### config.mk
export PLATFORM = sky130hd
export DESIGN_NAME = lcd_id_reader
export DESIGN_NICKNAME = d
export VERILOG_FILES = /design/src/rtl/lcd_id_reader.sv
export SDC_FILE = /design/constraint.sdc
export NUM_CORES = 1
export LEC_CHECK = 0
export ABC_AREA = 1
export BUFFER_PORTS_ARGS = -buffer_cell sky130_fd_sc_hd__buf_2
export CAP_MARGIN = 20
export CORE_UTILIZATION = 30
export DETAILED_ROUTE_END_ITERATION = 12
export GPL_TIMING_DRIVEN = 0
export REMOVE_ABC_BUFFERS = 1
export SLEW_MARGIN = 20
export SYNTH_ARGS = -nofsm -noshare
export SYNTH_HDL_FRONTEND = slang
export SYNTH_SLANG_ARGS = --single-unit
### constraint.sdc
create_clock -name clk -period 4 [get_ports clk]
set_clock_uncertainty 0.15 [all_clocks]
set_input_delay 0.8 -clock clk [delete_from_list [all_inputs] [get_ports clk]]
set_output_delay 0.8 -clock clk [all_outputs]
set_load 0.05 [all_outputs]
### src/rtl/lcd_id_reader.sv
// Reads the LCD panel strap pins from the shared RGB bus after reset, debounces
// them across several samples and publishes the decoded panel ID.
module lcd_id_reader #(
  parameter int SETTLE_CYC = 1000,
  parameter int SAMPLE_GAP = 100,
  parameter int N_SAMPLES  = 4,
  parameter int MAX_RETRY  = 3
) (
  input  logic        clk,
  input  logic        rst_n,
  input  logic [23:0] lcd_rgb_i,
  input  logic        rescan,
  output logic        rgb_oe,
  output logic [15:0] id_lcd,
  output logic        id_valid,
  output logic        id_err,
  output logic        busy
);

  localparam int SETTLE_W = $clog2(SETTLE_CYC) + 1;
  localparam int GAP_W    = $clog2(SAMPLE_GAP) + 1;
  localparam int MATCH_W  = $clog2(N_SAMPLES) + 1;
  localparam int RETRY_W  = $clog2(MAX_RETRY) + 1;

  localparam logic [SETTLE_W-1:0] SETTLE_LAST = SETTLE_W'(SETTLE_CYC - 1);
  localparam logic [GAP_W-1:0]    GAP_LAST    = GAP_W'(SAMPLE_GAP - 1);
  localparam logic [MATCH_W-1:0]  MATCH_LAST  = MATCH_W'(N_SAMPLES - 1);
  localparam logic [RETRY_W-1:0]  RETRY_MAX   = RETRY_W'(MAX_RETRY);

  typedef enum logic [2:0] {IDLE, SETTLE, SAMPLE, DECODE, DONE} state_e;

  state_e              state_q, state_d;
  logic [2:0]          sync1_q, sync2_q;
  logic [2:0]          ref_q, ref_d;
  logic [SETTLE_W-1:0] settle_cnt_q, settle_cnt_d;
  logic [GAP_W-1:0]    gap_cnt_q, gap_cnt_d;
  logic [MATCH_W-1:0]  match_cnt_q, match_cnt_d;
  logic [RETRY_W-1:0]  retry_cnt_q, retry_cnt_d;
  logic                fail;
  logic                code_ok;
  logic [15:0]         code;

  logic        rgb_oe_q, rgb_oe_d;
  logic [15:0] id_lcd_q, id_lcd_d;
  logic        id_valid_q, id_valid_d;
  logic        id_err_q, id_err_d;
  logic        busy_q, busy_d;

  // NOTE: asynchronous active-low reset on every flop, and sequential state is
  // only ever written with non-blocking assignments so all flops update together.
  always_ff @(posedge clk or negedge rst_n) begin
    if (!rst_n) begin
      sync1_q      <= '0;
      sync2_q      <= '0;
      state_q      <= IDLE;
      ref_q        <= '0;
      settle_cnt_q <= '0;
      gap_cnt_q    <= '0;
      match_cnt_q  <= '0;
      retry_cnt_q  <= '0;
    end else begin
      sync1_q      <= {lcd_rgb_i[23], lcd_rgb_i[15], lcd_rgb_i[7]};
      sync2_q      <= sync1_q;
      state_q      <= state_d;
      ref_q        <= ref_d;
      settle_cnt_q <= settle_cnt_d;
      gap_cnt_q    <= gap_cnt_d;
      match_cnt_q  <= match_cnt_d;
      retry_cnt_q  <= retry_cnt_d;
    end
  end

  always_comb begin
    code_ok = 1'b1;
    code    = 16'd0;
    case (ref_q)
      3'b000:  code = 16'd0;
      3'b001:  code = 16'd1;
      3'b010:  code = 16'd2;
      3'b100:  code = 16'd4;
      3'b101:  code = 16'd5;
      default: code_ok = 1'b0;
    endcase
  end

  // NOTE: every signal gets a default before the case so no path leaves one
  // unassigned, which would otherwise infer a latch.
  always_comb begin
    state_d      = state_q;
    ref_d        = ref_q;
    settle_cnt_d = settle_cnt_q;
    gap_cnt_d    = gap_cnt_q;
    match_cnt_d  = match_cnt_q;
    retry_cnt_d  = retry_cnt_q;
    fail         = 1'b0;
    case (state_q)
      IDLE: begin
        state_d      = SETTLE;
        settle_cnt_d = '0;
        retry_cnt_d  = '0;
      end
      SETTLE: begin
        if (settle_cnt_q == SETTLE_LAST) begin
          state_d      = SAMPLE;
          settle_cnt_d = '0;
          gap_cnt_d    = '0;
          match_cnt_d  = '0;
        end else begin
          settle_cnt_d = settle_cnt_q + SETTLE_W'(1);
        end
      end
      SAMPLE: begin
        gap_cnt_d = (gap_cnt_q == GAP_LAST) ? '0 : gap_cnt_q + GAP_W'(1);
        if (gap_cnt_q == '0) begin
          // First sample of a scan becomes the reference the rest must match.
          if (match_cnt_q == '0) begin
            ref_d       = sync2_q;
            match_cnt_d = MATCH_W'(1);
          end else if (sync2_q == ref_q) begin
            if (match_cnt_q == MATCH_LAST) state_d = DECODE;
            else match_cnt_d = match_cnt_q + MATCH_W'(1);
          end else begin
            fail = 1'b1;
          end
        end
      end
      DECODE: begin
        if (code_ok) state_d = DONE;
        else         fail    = 1'b1;
      end
      DONE: begin
        if (rescan) begin
          state_d      = SETTLE;
          settle_cnt_d = '0;
          retry_cnt_d  = '0;
        end
      end
      default: state_d = IDLE;
    endcase
    if (fail) begin
      settle_cnt_d = '0;
      if (retry_cnt_q < RETRY_MAX) begin
        retry_cnt_d = retry_cnt_q + RETRY_W'(1);
        state_d     = SETTLE;
      end else begin
        state_d = DONE;
      end
    end
  end

  // Outputs are computed from the next state so they register on the same edge.
  always_comb begin
    rgb_oe_d   = (state_d == DONE);
    id_valid_d = (state_d == DONE);
    busy_d     = (state_d == SETTLE) || (state_d == SAMPLE) || (state_d == DECODE);
    id_lcd_d   = id_lcd_q;
    id_err_d   = id_err_q;
    if (state_q != DONE && state_d == DONE) begin
      id_lcd_d = fail ? 16'd0 : code;
      id_err_d = fail;
    end
    if (state_d == SETTLE && (state_q == IDLE || state_q == DONE)) id_err_d = 1'b0;
  end

  always_ff @(posedge clk or negedge rst_n) begin
    if (!rst_n) begin
      rgb_oe_q   <= 1'b0;
      id_lcd_q   <= 16'd0;
      id_valid_q <= 1'b0;
      id_err_q   <= 1'b0;
      busy_q     <= 1'b0;
    end else begin
      rgb_oe_q   <= rgb_oe_d;
      id_lcd_q   <= id_lcd_d;
      id_valid_q <= id_valid_d;
      id_err_q   <= id_err_d;
      busy_q     <= busy_d;
    end
  end

  assign rgb_oe   = rgb_oe_q;
  assign id_lcd   = id_lcd_q;
  assign id_valid = id_valid_q;
  assign id_err   = id_err_q;
  assign busy     = busy_q;

endmodule

Word-level counts from Yosys, hierarchy flattened --
Cells that the tools add are included. W data, S select, Z words.
Operators by class: add/sub/neg operators 4, multiply operators 0, div/mod/pow operators 0, $lt $le $gt $ge 1, equal/unequal tests 22, shift operators 0, multiplexer cells 37, bitwise gates (word level) 0, reductions and logical operators 17
Operators with widths (count):
- $mux W3 | 17
- $mux W11 | 3
- $pmux W11 S3 | 1
- $eq A3 B2 Y1 const B | 6
- $mux W16 | 1
- $mux W8 | 2
- $pmux W8 S2 | 1
- $pmux W3 S5 | 1
- $eq A3 B3 Y1 const B | 4
- $ne A3 B3 Y1 const B | 4
- $pmux W3 S2 | 2
- $pmux W3 S4 | 1
- $add A11 B1 Y11 const B | 1
- $eq A11 B10 Y1 const B | 1
- $eq A3 B1 Y1 const B | 3
- $logic_not A3 Y1 | 3
- $add A8 B1 Y8 const B | 1
- $eq A8 B7 Y1 const B | 1
- $logic_not A8 Y1 | 1
- $mux W1 | 7
- $add A3 B1 Y3 const B | 2
- $reduce_and A5 Y1 | 1
- $reduce_or A5 Y1 | 1
- $ne A2 B2 Y1 const B | 2
- 9 further kinds | 14
Word-level totals: register bits after elaboration 56, bits in latches 0, memory bits (writable) 0, memory bits (read-only) 0, input port bits 27, output and inout bits 20, logic and storage cells 93, memories kept 0

Longest topological paths before layout --
Gate-level depths: netlist of the first run.
depth after elaboration 11, mapped depth 11, depth with buffers taken out 11

Worst setup path after synthesis of the first run --
No wires, ideal clock.
kind register to output, start reg, netlist name id_valid, end out rgb_oe, data arrival time 0.886 ns, required time 3.050 ns, path slack 2.164 ns, stages on the path, launching flop included 2, cells stage by stage dfrtp_1 buf_4
RTL lines:
- end, declared | line 13 | output logic rgb_oe,

Worst setup path in the final report of the first run --
start reg gap_cnt_q[0], end reg settle_cnt_q[0]
Between the ends: cells in the longest elaborated chain, start to end 5, elaborated cells between the ends (all ways) 7
RTL lines:
- start, declared | line 36 | logic [GAP_W-1:0] gap_cnt_q, gap_cnt_d;
- start signal, assigned | line 67 | gap_cnt_q <= gap_cnt_d;
- $logic_not A8 Y1 * | line 114 | if (gap_cnt_q == '0) begin
- $mux W1 * | line 114
- $pmux W1 S2 * | line 96 | case (state_q)
- $ne A3 B3 Y1 (no source line) or $reduce_bool A4 Y1 (tied branches)
- $reduce_and A2 Y1 (no source line)
- end signal, assigned | line 66 | settle_cnt_q <= settle_cnt_d;
- end, declared | line 35 | logic [SETTLE_W-1:0] settle_cnt_q, settle_cnt_d;
Every way passes the cells marked *; elsewhere a longest branch is shown, timed or not. A chain may end at the register's enable or synchronous reset.

==> results of run 1 <==
## worst paths after layout
kind	start	to	slack (ns)	cells past startpoint
hold / removal	sync1_q[2]$_DFF_PN0_	sync2_q[2]$_DFF_PN0_	0.20	0
setup / recovery	gap_cnt_q[0]$_DFFE_PN0P_	settle_cnt_q[0]$_DFFE_PN0P_	2.05	9
min in group asynchronous	rst_n	settle_cnt_q[3]$_DFFE_PN0P_	0.33	1
max in group asynchronous	rst_n	id_valid$_DFF_PN0_	3.01	1
setup reg to reg	gap_cnt_q[0]$_DFFE_PN0P_	settle_cnt_q[0]$_DFFE_PN0P_	2.05	9
hold reg to reg	sync1_q[2]$_DFF_PN0_	sync2_q[2]$_DFF_PN0_	0.20	0
## cells by family (layout without fill, tap and decap cells)
logic type	Yosys count	in the layout	share of synthesized area (%)
AND/OR/NAND/NOR	149	149	30.2
XOR/XNOR	5	5	1.84
other	1	13	0.157
buffers and inverters	54	59	11.0
AO/OA/AOI/OAI	35	35	7.98
flip-flops	43	43	45.1
adder cells (fa/ha/maj)	7	7	3.67
## sequential cells by signal, summed over array words and instances, names as in the netlist
| register | count |
|---|---|
| sync1_q | 3 |
| state_q | 3 |
| id_lcd | 3 |
| match_cnt_q | 3 |
| busy | 1 |
| sync2_q | 3 |
| ref_q | 3 |
| gap_cnt_q | 8 |
| id_err | 1 |
| id_valid | 1 |
| settle_cnt_q | 11 |
| retry_cnt_q | 3 |
## report_power, final
| part | internal [uW] | switching, uW | total [uW] |
|---|---|---|---|
| Combinational | 3.10 | 36.8 | 39.9 |
| Sequential | 437 | 1.29 | 439 |
| Clock | 202 | 153 | 355 |
| Total | 643 | 191 | 834 |
## critical path, delay by kind of cell, from the launching register on
kind                     cells  cell delay (ns)
flip-flops                   1             0.40
adder cells (fa/ha/maj)      1             0.16
AND/OR/NAND/NOR              6             0.91
AO/OA/AOI/OAI                1             0.09
buffers and inverters        1             0.11
## metrics by stage
step	hold slack [ns]	cell area (um2)	util (%)	worst slack, ns
5_1_grt	0.208	2620	34.1	1.91
4_1_cts	0.205	2620	34.0	2.03
3_5_place_dp	0.186	2500	32.5	2.05
6_report	0.202	2620	34.1	2.05
3_3_place_gp	0.184	2500	32.5	2.11
2_1_floorplan	0.181	2310	-	2.17
## cell type report
class / instances / area share (%)
inverters: 39 / 5.59
clock inverters: 2 / 1.34
clock buffers: 6 / 3.15
repair buffers: 12 / 2.39
flip-flops and latches: 43 / 41.1
multi-input cells: 209 / 41.6
well taps: 102 / 4.87
## per-layer routing
layer,share of wire [%],global-route usage [%],vias to the layer above
met5,0,0,-
met4,1.6,4.63,0
met3,3.0,2.68,6
met2,47,18.9,25
met1,49,15.1,867
li1,-,-,953
## synthesized netlist by cell type (2+ instances only)
library cell  count
buf_4            14
o21bai_1          2
nand2_2           2
clkinv_1          2
nor2_4            2
xor2_1            4
o21ai_0          15
nand4_1           7
nand3_1          22
inv_1            33
o21ai_1           6
a21oi_1           7
or2_2             3
nand2_1          79
nand3_2           3
o22ai_1           3
nor3_1            5
ha_1              7
dfrtp_1          43
inv_2             4
nand3_4           2
nor2_1           18
==> impl_metrics.csv, run 1 <==
group,metric,value,unit
pwr,power.total,834,uW
placement,dp.cells,405,
detailed_routing,dr.pass1.iters,4,
status,outcome,"finished clean",
global_routing,grt_overflow,0,
timing,hold_viol,0,
logic_synthesis,synth_top_area_cell,"dfrtp_1",
logic_synthesis,synth_edf_count,0,
timing,timing.fmax,0.513,GHz
cts,clk_latency,0.30,ns
detailed_routing,via_count,1851,
global_routing,track_usage,11.7,%
setup_path,critPathCaptureType,"flop",
layout,drive_gt1_share,12.9,%
logic_synthesis,yosysSeqAreaShare,45.1,%
floorplan,ios,47,
cts,cts_buffer_depth,2,
logic_synthesis,synthFlopType,"dfrtp_1",
floorplan,dieArea,0.00831,mm2
detailed_routing,routed_wl,4.28,mm
logic_synthesis,synth.distinct_cells,33,
layout,nets,344,
logic_synthesis,synthTopCellsByArea,"dfrtp_1 45%, nand2_1 12%, inv_1 5.2%, nand3_1 4.6%, buf_4 4.4%",
timing,slew_headroom,64.7,%
cts,cts.reportedPaths.clkPinSlew,0.09,ns
layout,final_common_cell,"nand2_1",
layout,stdcell_count,413,
logic_synthesis,ys_seq_elements,43,
detailed_routing,first_iter_violations,53,
floorplan,num_rows,32,
detailed_routing,viasPerCell,4.48,
timing,min_period_over_period,48.8,%
cts,h-tree-depth,2,
detailed_routing,wl_per_cell,10.4,um
logic_synthesis,synth_async_sr_flop_share,100,%
floorplan,die_height,91.1,um
floorplan,start_util,31.0,%
detailed_routing,antenna_left,0,
cts,ctsResizeCount,0,
timing,rsz0062_at_grt,"false",
cts,postCtsSetupBuffers,0,
cts,cts_buffers,5,
cts,cts_sinks,43,
timing,min_period,1.95,ns
setup_path,critical_path.max_stage_delay,0.40,ns
layout,diodes,0,
setup_path,cp.required,4.02,ns
floorplan,die_w,91.1,um
setup_path,path_class,"flop to flop",
timing,finalMaxSlewViolations,0,
detailed_routing,drc,0,
placement,hpwl,3.11,mm
placement,port_buffers,12,
logic_synthesis,synth_warnings,0,
layout,n_fill_cell,826,
global_routing,antenna_found_initial,0,
global_routing,grt_pass1_vias,1805,
timing,setup_viol,0,
pwr,vdd_drop_max,235,uV
setup_path,crit_path_start_kind,"flop",
layout,synthToLayoutAreaGrowth,9.92,%
min_path,min_path_type,"flop to flop",
logic_synthesis,syn_area_per_cell,8.11,um2
job,drv_cap,0,
setup_path,crit_slowest_cell,"dfrtp_1",
pwr,powerDensity,318,mW/mm2
layout,seq_area,0.00108,mm2
timing,finalSetupTns,0,ns
logic_synthesis,synthCells,294,
global_routing,grt_max_degree,44,
placement,routabilityCongestion,0.811,
setup_path,worstPathCellList,"inv_1 > ha_1 > nand3_1 > nor2_4 > nand3_4 > nand3_1 > nand2_1 > nand2_1 > o21ai_0",
cts,root_buffer,"clkbuf_8",
setup_path,critical_path_peak_fanout,11,
timing,worst_pin_slew,0.530,ns
logic_synthesis,syn_area,0.00238,mm2
setup_path,cp.arrival,1.97,ns
global_routing,grt_pass1_wl,7.88,mm
logic_synthesis,synth_top_area_share,45.1,%
cts,cts_tree,"built",
pwr,p_leak,0.00126,uW
cts,ctsHoldBuffers,0,
layout,multi_input_area,0.00109,mm2
layout,layout_common_cells,"79 x nand2_1, 43 x dfrtp_1, 33 x inv_1",
floorplan,core_area,0.00769,mm2
No activity file was read; power rests on OpenSTA's default activity.
==> run 2, diff against run 1 <==
--- a/config.mk
+++ b/config.mk
@@ -5,7 +5,7 @@
 export SDC_FILE = /design/constraint.sdc
 export NUM_CORES = 1
 export LEC_CHECK = 0
-export ABC_AREA = 1
+export ABC_AREA = 0
 export BUFFER_PORTS_ARGS = -buffer_cell sky130_fd_sc_hd__buf_2
 export CAP_MARGIN = 20
 export CORE_UTILIZATION = 30
==> constraint.sdc (replaced) <==
create_clock -name clk -period 1.6 [get_ports clk]
set_clock_uncertainty 0.15 [all_clocks]
set_input_delay 0.32 -clock clk [delete_from_list [all_inputs] [get_ports clk]]
set_output_delay 0.32 -clock clk [all_outputs]
set_load 0.05 [all_outputs]
==> run 2 against run 1 <==
Net effect:
- the flow now finishes with violations (negative setup slack)
- global-route usage is 3.3 points higher
- worst setup slack worse by 2.5 ns
- die area is 4.4% lower
- wire length is 33% higher
- clock-buffer cell count is 1 lower
- maximum frequency is 6.2% lower
- area after synthesis is 4.5% lower
- critical path type unchanged
==> impl_metrics.csv, run 2 <==
group,metric,value,unit
status,outcome,"complete, but fails checks",
status,violations,"negative setup slack",
floorplan,ios,47,
detailed_routing,antenna_left,0,
min_path,min_to,"state_q[2]$_DFF_PN0_",
detailed_routing,routed_wl,5.67,mm
job,drv_cap,0,
min_path,hold_path.startpoint,"rescan",
global_routing,grt_pass1_wl,8.90,mm
setup_path,critical_path.max_stage_delay,0.54,ns
setup_path,critical_path_peak_fanout,8,
layout,synthToLayoutAreaGrowth,41.5,%
cts,cts_tree,"built",
timing,finalMaxSlewViolations,0,
cts,cts.reportedPaths.clkPinSlew,0.09,ns
logic_synthesis,ys_seq_elements,43,
logic_synthesis,synthTopCellsByArea,"dfrtp_1 47%, buf_4 4.6%, o21ai_0 4.0%, ha_1 3.8%, nand2_1 3.8%",
logic_synthesis,synth_top_area_cell,"dfrtp_1",
pwr,vdd_drop_max,477,uV
setup_path,rr_worst_depth,5,
detailed_routing,wl_per_cell,14.4,um
cts,cts_buffer_depth,2,
setup_path,crit_path_start_kind,"flop",
timing,finalSetupTns,-11.97,ns
placement,dp.cells,341,
timing,setup_slack,-0.479,ns
setup_path,cp.required,1.64,ns
detailed_routing,drc,0,
pwr,power.total,2250,uW
cts,h-tree-depth,2,
logic_synthesis,synthCells,236,
logic_synthesis,synth_async_sr_flop_share,100,%
timing,hold_viol,0,
logic_synthesis,synthFlopType,"dfrtp_1",
pwr,powerDensity,700,mW/mm2
layout,seq_area,0.00108,mm2
layout,multi_input_area,0.00139,mm2
timing,timing.fmax,0.481,GHz
timing,min_period,2.08,ns
layout,layout_common_cells,"37 x dfrtp_1, 33 x buf_4, 20 x nand2_1",
logic_synthesis,yosysSeqAreaShare,47.3,%
placement,routabilityCongestion,0.789,
detailed_routing,viasPerCell,4.97,
logic_synthesis,synth_edf_count,0,
setup_path,critPathCaptureType,"flop",
logic_synthesis,syn_area_per_cell,9.64,um2
floorplan,core_area,0.00729,mm2
logic_synthesis,syn_area,0.00228,mm2
layout,top_register,"settle_cnt_q",
setup_path,worstPathCellList,"or3b_4 > or4_4 > and2_4 > o21ai_1 > o21ai_1",
global_routing,grt_pass1_vias,1906,
setup_path,r2r-start,"state_q[2]$_DFF_PN0_",
setup_path,crit_slowest_cell,"or4_4",
layout,nets,329,
detailed_routing,first_iter_violations,86,
logic_synthesis,yosysMostFrequentCell,"dfrtp_1",
logic_synthesis,synth_warnings,0,
logic_synthesis,synth_top_area_share,47.3,%
min_path,hold_path_depth,4,
layout,diodes,0,
layout,reg_top3,"settle_cnt_q (11), gap_cnt_q (8)",
cts,root_buffer,"clkbuf_8",
logic_synthesis,ys_top_cells_by_count,"43 x dfrtp_1, 23 x nand2_1, 18 x o21ai_0",
pwr,p_leak,0.00145,uW
cts,cts_sinks,43,
setup_path,path_class,"flop to flop",
layout,n_fill_cell,696,
placement,hpwl,2.94,mm
cts,clk_latency,0.31,ns
layout,finalCoreUtilization,44.1,%
floorplan,dieArea,0.00794,mm2
floorplan,num_rows,31,
timing,holdWs,0.201,ns
min_path,min_path_type,"input port to flop",
cts,cts_buffers,5,
setup_path,cp.arrival,2.12,ns
setup_path,critPathBufInv,0,
timing,min_period_over_period,130,%
timing,rsz0062_at_grt,"true",
setup_path,r2r-end,"gap_cnt_q[2]$_DFFE_PN0P_",
setup_path,crit_top_cell,"o21ai_1",
layout,drive_gt1_share,41.6,%
layout,final_common_cell,"dfrtp_1",
layout,largest_reg_flops,11,
layout,stdcell_count,395,
detailed_routing,via_count,1963,
global_routing,antenna_found_initial,0,
global_routing,grt_max_degree,44,
floorplan,die_height,89.1,um
detailed_routing,dr.pass1.iters,4,
setup_path,cp_top_family,"simple AND/OR/NAND/NOR gates",
global_routing,track_usage,15.0,%
placement,port_buffers,12,
global_routing,grt_overflow,0,
floorplan,start_util,31.2,%
setup_path,r2r_slack,-0.48,ns
logic_synthesis,synth.distinct_cells,48,
floorplan,die_w,89.1,um
timing,setup_viol,37,
-- run 2: changes by cell type after synthesis, sizes merged, moves of 6 or more --
| cell | previous run | this run |
|---|---|---|
| nor2 | 21 | 14 |
| nand2 | 82 | 23 |
| inv | 37 | 10 |
| nor3 | 7 | 1 |
| o21ai | 21 | 31 |
| nand3 | 27 | 13 |
-- run 2: per-layer routing --
metal / part of all wire (%) / wire (um) / vias to the layer above / track usage [%]
li1: - / - / 940 / -
met1: 45 / 2560 / 974 / 19.3
met2: 50 / 2860 / 41 / 24.5
met3: 2.9 / 164 / 8 / 2.86
met4: 1.7 / 95 / 0 / 6.93
met5: 0 / 0 / - / 0
-- run 2: kinds of logic (layout without fill, tap and decap cells) --
family                   Yosys count  after routing  share of synthesized area, %
multiplexers                       5              5                          2.36
other                              1             13                         0.165
buffers and inverters             28             75                          7.31
XOR/XNOR                           6              6                          2.31
flip-flops                        43             43                          47.3
AND/OR/NAND/NOR                   82             82                          19.5
AO/OA/AOI/OAI                     64             65                          17.2
adder cells (fa/ha/maj)            7              7                          3.85
-- run 2: cell type report --
| type | count | area share (%) |
|---|---|---|
| multi-input cells | 178 | 43.2 |
| flip-flops and latches | 43 | 33.7 |
| repair buffers | 57 | 13.9 |
| well taps | 99 | 3.85 |
| clock buffers | 5 | 2.14 |
| clock inverters | 3 | 2.10 |
| inverters | 10 | 1.17 |
-- run 2: through the flow --
step / setup WS, ns / instance area [um2]
6_report: -0.479 / 3220
5_1_grt: -0.514 / 3220
4_1_cts: -0.480 / 3050
3_5_place_dp: -0.807 / 2380
3_3_place_gp: -1.07 / 2380
2_1_floorplan: -0.550 / 2190
-- run 2: report_power, final --
group | switching [uW] | internal [uW] | total (uW)
Sequential | 4.35 | 1090 | 1100
Clock | 416 | 623 | 1040
Combinational | 96.8 | 19.5 | 116
-- run 2: worst reg2reg max path, delay by kind of cell (launching register included) --
family / cells / cell delay, ns
and+or+nand+nor: 3 / 1.18
AOI/OAI and AO/OA: 2 / 0.18
DFF: 1 / 0.45
-- run 2: worst max path at each step --
stage                                 from                  endpoint  slack (ns)  cells after the start
2_1_floorplan  settle_cnt_q[0]$_DFFE_PN0P_      state_q[0]$_DFF_PN0_       -0.55                      6
4_1_cts               state_q[1]$_DFF_PN0_  gap_cnt_q[2]$_DFFE_PN0P_       -0.48                      5
3_5_place_dp   settle_cnt_q[0]$_DFFE_PN0P_      state_q[0]$_DFF_PN0_       -0.81                      6
6_report              state_q[2]$_DFF_PN0_  gap_cnt_q[2]$_DFFE_PN0P_       -0.48                      5
5_1_grt               state_q[1]$_DFF_PN0_  gap_cnt_q[6]$_DFFE_PN0P_       -0.51                      6
3_3_place_gp   settle_cnt_q[0]$_DFFE_PN0P_      state_q[0]$_DFF_PN0_       -1.07                      6
-- run 2: timing repair --
item	in CTS	in global routing
hold buffers	3	1
setup endpoints to repair	37	37
gates resized for setup	64	20
gates cloned	1	0
hold endpoints to repair	3	12
buffers inserted	32	9
pin swaps	33	15
==> run 3, diff against run 2 <==
==> constraint.sdc (replaced) <==
create_clock -name clk -period 2.29 [get_ports clk]
set_clock_uncertainty 0.15 [all_clocks]
set_input_delay 0.458 -clock clk [delete_from_list [all_inputs] [get_ports clk]]
set_output_delay 0.458 -clock clk [all_outputs]
set_load 0.05 [all_outputs]
==> run 3 against run 2 <==
Net effect:
- non-clock buffer count decreased by 43
- hold slack lost 0.22 ns
- flip-flop and latch count did not move
- global-route usage fell by 2.8 points
- clock power decreased by 31%
- critical path type unchanged
- the run ends with negative hold slack left
- largest cell class unchanged
- critical path depth did not move
- first-iteration DRC count decreased by 9.3%
- core utilization is 8.6 points lower
==> impl_metrics.csv, run 3 (synthesis gave the netlist of run 2 again) <==
group,metric,value,unit
global_routing,grt_pass1_vias,1558,
global_routing,antenna_found_initial,0,
pwr,seq_power_share,49.5,%
detailed_routing,wl_per_cell,12.4,um
layout,reg_top3,"settle_cnt_q (11), gap_cnt_q (8)",
layout,stdcell_area,0.00259,mm2
floorplan,num_rows,31,
detailed_routing,via_count,1738,
pwr,powerDensity,597,mW/mm2
setup_path,critical_path.max_stage_delay,0.53,ns
layout,drive_gt1_share,17.5,%
pwr,p_leak,0.00118,uW
cts,cts_buffer_depth,2,
setup_path,crit_path_start_kind,"flop",
floorplan,dieArea,0.00794,mm2
floorplan,start_util,31.2,%
global_routing,track_usage,12.2,%
setup_path,critPathCaptureType,"flop",
timing,min_period_over_period,96.8,%
cts,cts_sinks,43,
floorplan,die_height,89.1,um
detailed_routing,dr.pass1.iters,4,
timing,holdWs,-0.0145,ns
setup_path,cp.required,2.33,ns
status,outcome,"complete, but fails checks",
pwr,vdd_drop_max,329,uV
pwr,internal-power,1200,uW
layout,largest_reg_flops,11,
setup_path,critPathBufInv,0,
layout,final_common_cell,"dfrtp_1",
pwr,pwr-share-comb,4.4,%
setup_path,cp.arrival,2.26,ns
timing,timing.fmax,0.451,GHz
layout,diodes,0,
timing,setup_viol,0,
status,violations,"negative hold slack",
timing,worst_pin_slew,0.564,ns
global_routing,grt_pass1_wl,7.20,mm
min_path,min_path_type,"input port to asynchronous set/reset pin",
pwr,sw_frac_of_total,22.3,%
global_routing,grt_overflow,0,
timing,rsz0062_at_grt,"false",
layout,layout_common_cells,"41 x dfrtp_1, 23 x nand2_1, 18 x o21ai_0",
timing,min_period,2.22,ns
floorplan,core_area,0.00729,mm2
layout,nets,285,
setup_path,worstPathCellList,"or3b_4 > or4_4 > o21ai_2 > nand2_1 > a22o_1",
cts,cts_buffers,5,
pwr,clkPwrFrac,46.1,%
layout,multi_input_area,0.00114,mm2
detailed_routing,routed_wl,4.36,mm
global_routing,grt_max_degree,44,
detailed_routing,first_iter_violations,78,
placement,port_buffers,12,
placement,routabilityCongestion,0.789,
cts,root_buffer,"clkbuf_8",
setup_path,cp_top_family,"simple AND/OR/NAND/NOR gates",
setup_path,path_class,"flop to flop",
detailed_routing,viasPerCell,4.95,
placement,hpwl,2.94,mm
cts,clk_latency,0.31,ns
layout,seq_area,0.00108,mm2
timing,slew_headroom,62.2,%
setup_path,critical_path_peak_fanout,7,
detailed_routing,antenna_left,0,
pwr,power_switching,345,uW
timing,finalMaxSlewViolations,0,
floorplan,die_w,89.1,um
timing,hold_viol,29,
cts,cts_tree,"built",
layout,top_register,"settle_cnt_q",
detailed_routing,drc,0,
cts,h-tree-depth,2,
placement,dpl_cell_area,0.00238,mm2
layout,n_fill_cell,756,
job,drv_cap,0,
cts,cts.reportedPaths.clkPinSlew,0.08,ns
setup_path,crit_slowest_cell,"or4_4",
layout,synthToLayoutAreaGrowth,13.9,%
floorplan,ios,47,
==> run 3: changes by cell type in the layout (fill, tap and decap cells not counted), moves of 7 or more <==
cell / previous run / this run
a21oi_1: 3 / 11
a21oi_2: 7 / 0
buf_4: 33 / 3
buf_6: 7 / 0
o21ai_0: 4 / 18
o21ai_2: 9 / 1
==> run 3: metal layers <==
metal  GRT usage, %  up-vias  wire, um
met5              0        -         0
met4           3.75        0        51
met3           3.88        6       186
met2           18.6       36      1960
met1           16.6      843      2160
li1               -      853         -
==> run 3: power by group through the flow <==
| stage | sequential [uW] | combinational [uW] | clock [uW] |
|---|---|---|---|
| CTS | 766 | 69.3 | 727 |
| global placement | 781 | 69.1 | 0 |
| floorplan | 781 | 48.9 | 0 |
| global route | 767 | 75.9 | 755 |
| detailed placement | 781 | 69.3 | 0 |
| finish | 766 | 68.9 | 713 |
==> run 3: layout make-up <==
class                           instances  share of cell area, %
Clock buffer                            5                   2.66
Clock inverter                          3                   2.61
Multi-Input combinational cell        177                   43.9
Timing Repair Buffer                   14                   2.99
Tap cell                               99                   4.78
Inverter                               10                   1.45
Sequential cell                        43                   41.6
==> run 3: through the flow <==
stage | TNS (ns) | power, uW | utilization (%) | cells | worst slack [ns]
final | 0 | 1550 | 35.5 | 351 | 0.0724
after floorplan | 0 | 830 | - | 230 | 0.140
after CTS | 0 | 1560 | 35.0 | 349 | 0.0340
after global placement | -1.86 | 851 | 32.6 | 341 | -0.380
after global routing | 0 | 1600 | 35.5 | 351 | 0.00436
after detailed placement | -0.308 | 851 | 32.7 | 341 | -0.117
==> run 3: what timing repair did <==
action	CTS	global route
setup buffers	0	2
gates cloned	0	0
gates resized for setup	4	6
hold buffers	0	0
setup endpoints to repair	6	18
==> run 3: path summary, 6_finish.rpt <==
path	start	end	slack, ns	cells after the start
hold / removal	rst_n	ref_q[2]$_DFFE_PN0P_	-0.01	1
min in group clk	lcd_rgb_i[15]	sync1_q[1]$_DFF_PN0_	0.11	1
setup reg to reg	state_q[2]$_DFF_PN0_	match_cnt_q[2]$_DFFE_PN0P_	0.07	5
setup / recovery	state_q[2]$_DFF_PN0_	match_cnt_q[2]$_DFFE_PN0P_	0.07	5
max in group asynchronous	rst_n	state_q[0]$_DFF_PN0_	1.61	1
hold reg to reg	sync1_q[0]$_DFF_PN0_	sync2_q[0]$_DFF_PN0_	0.20	0
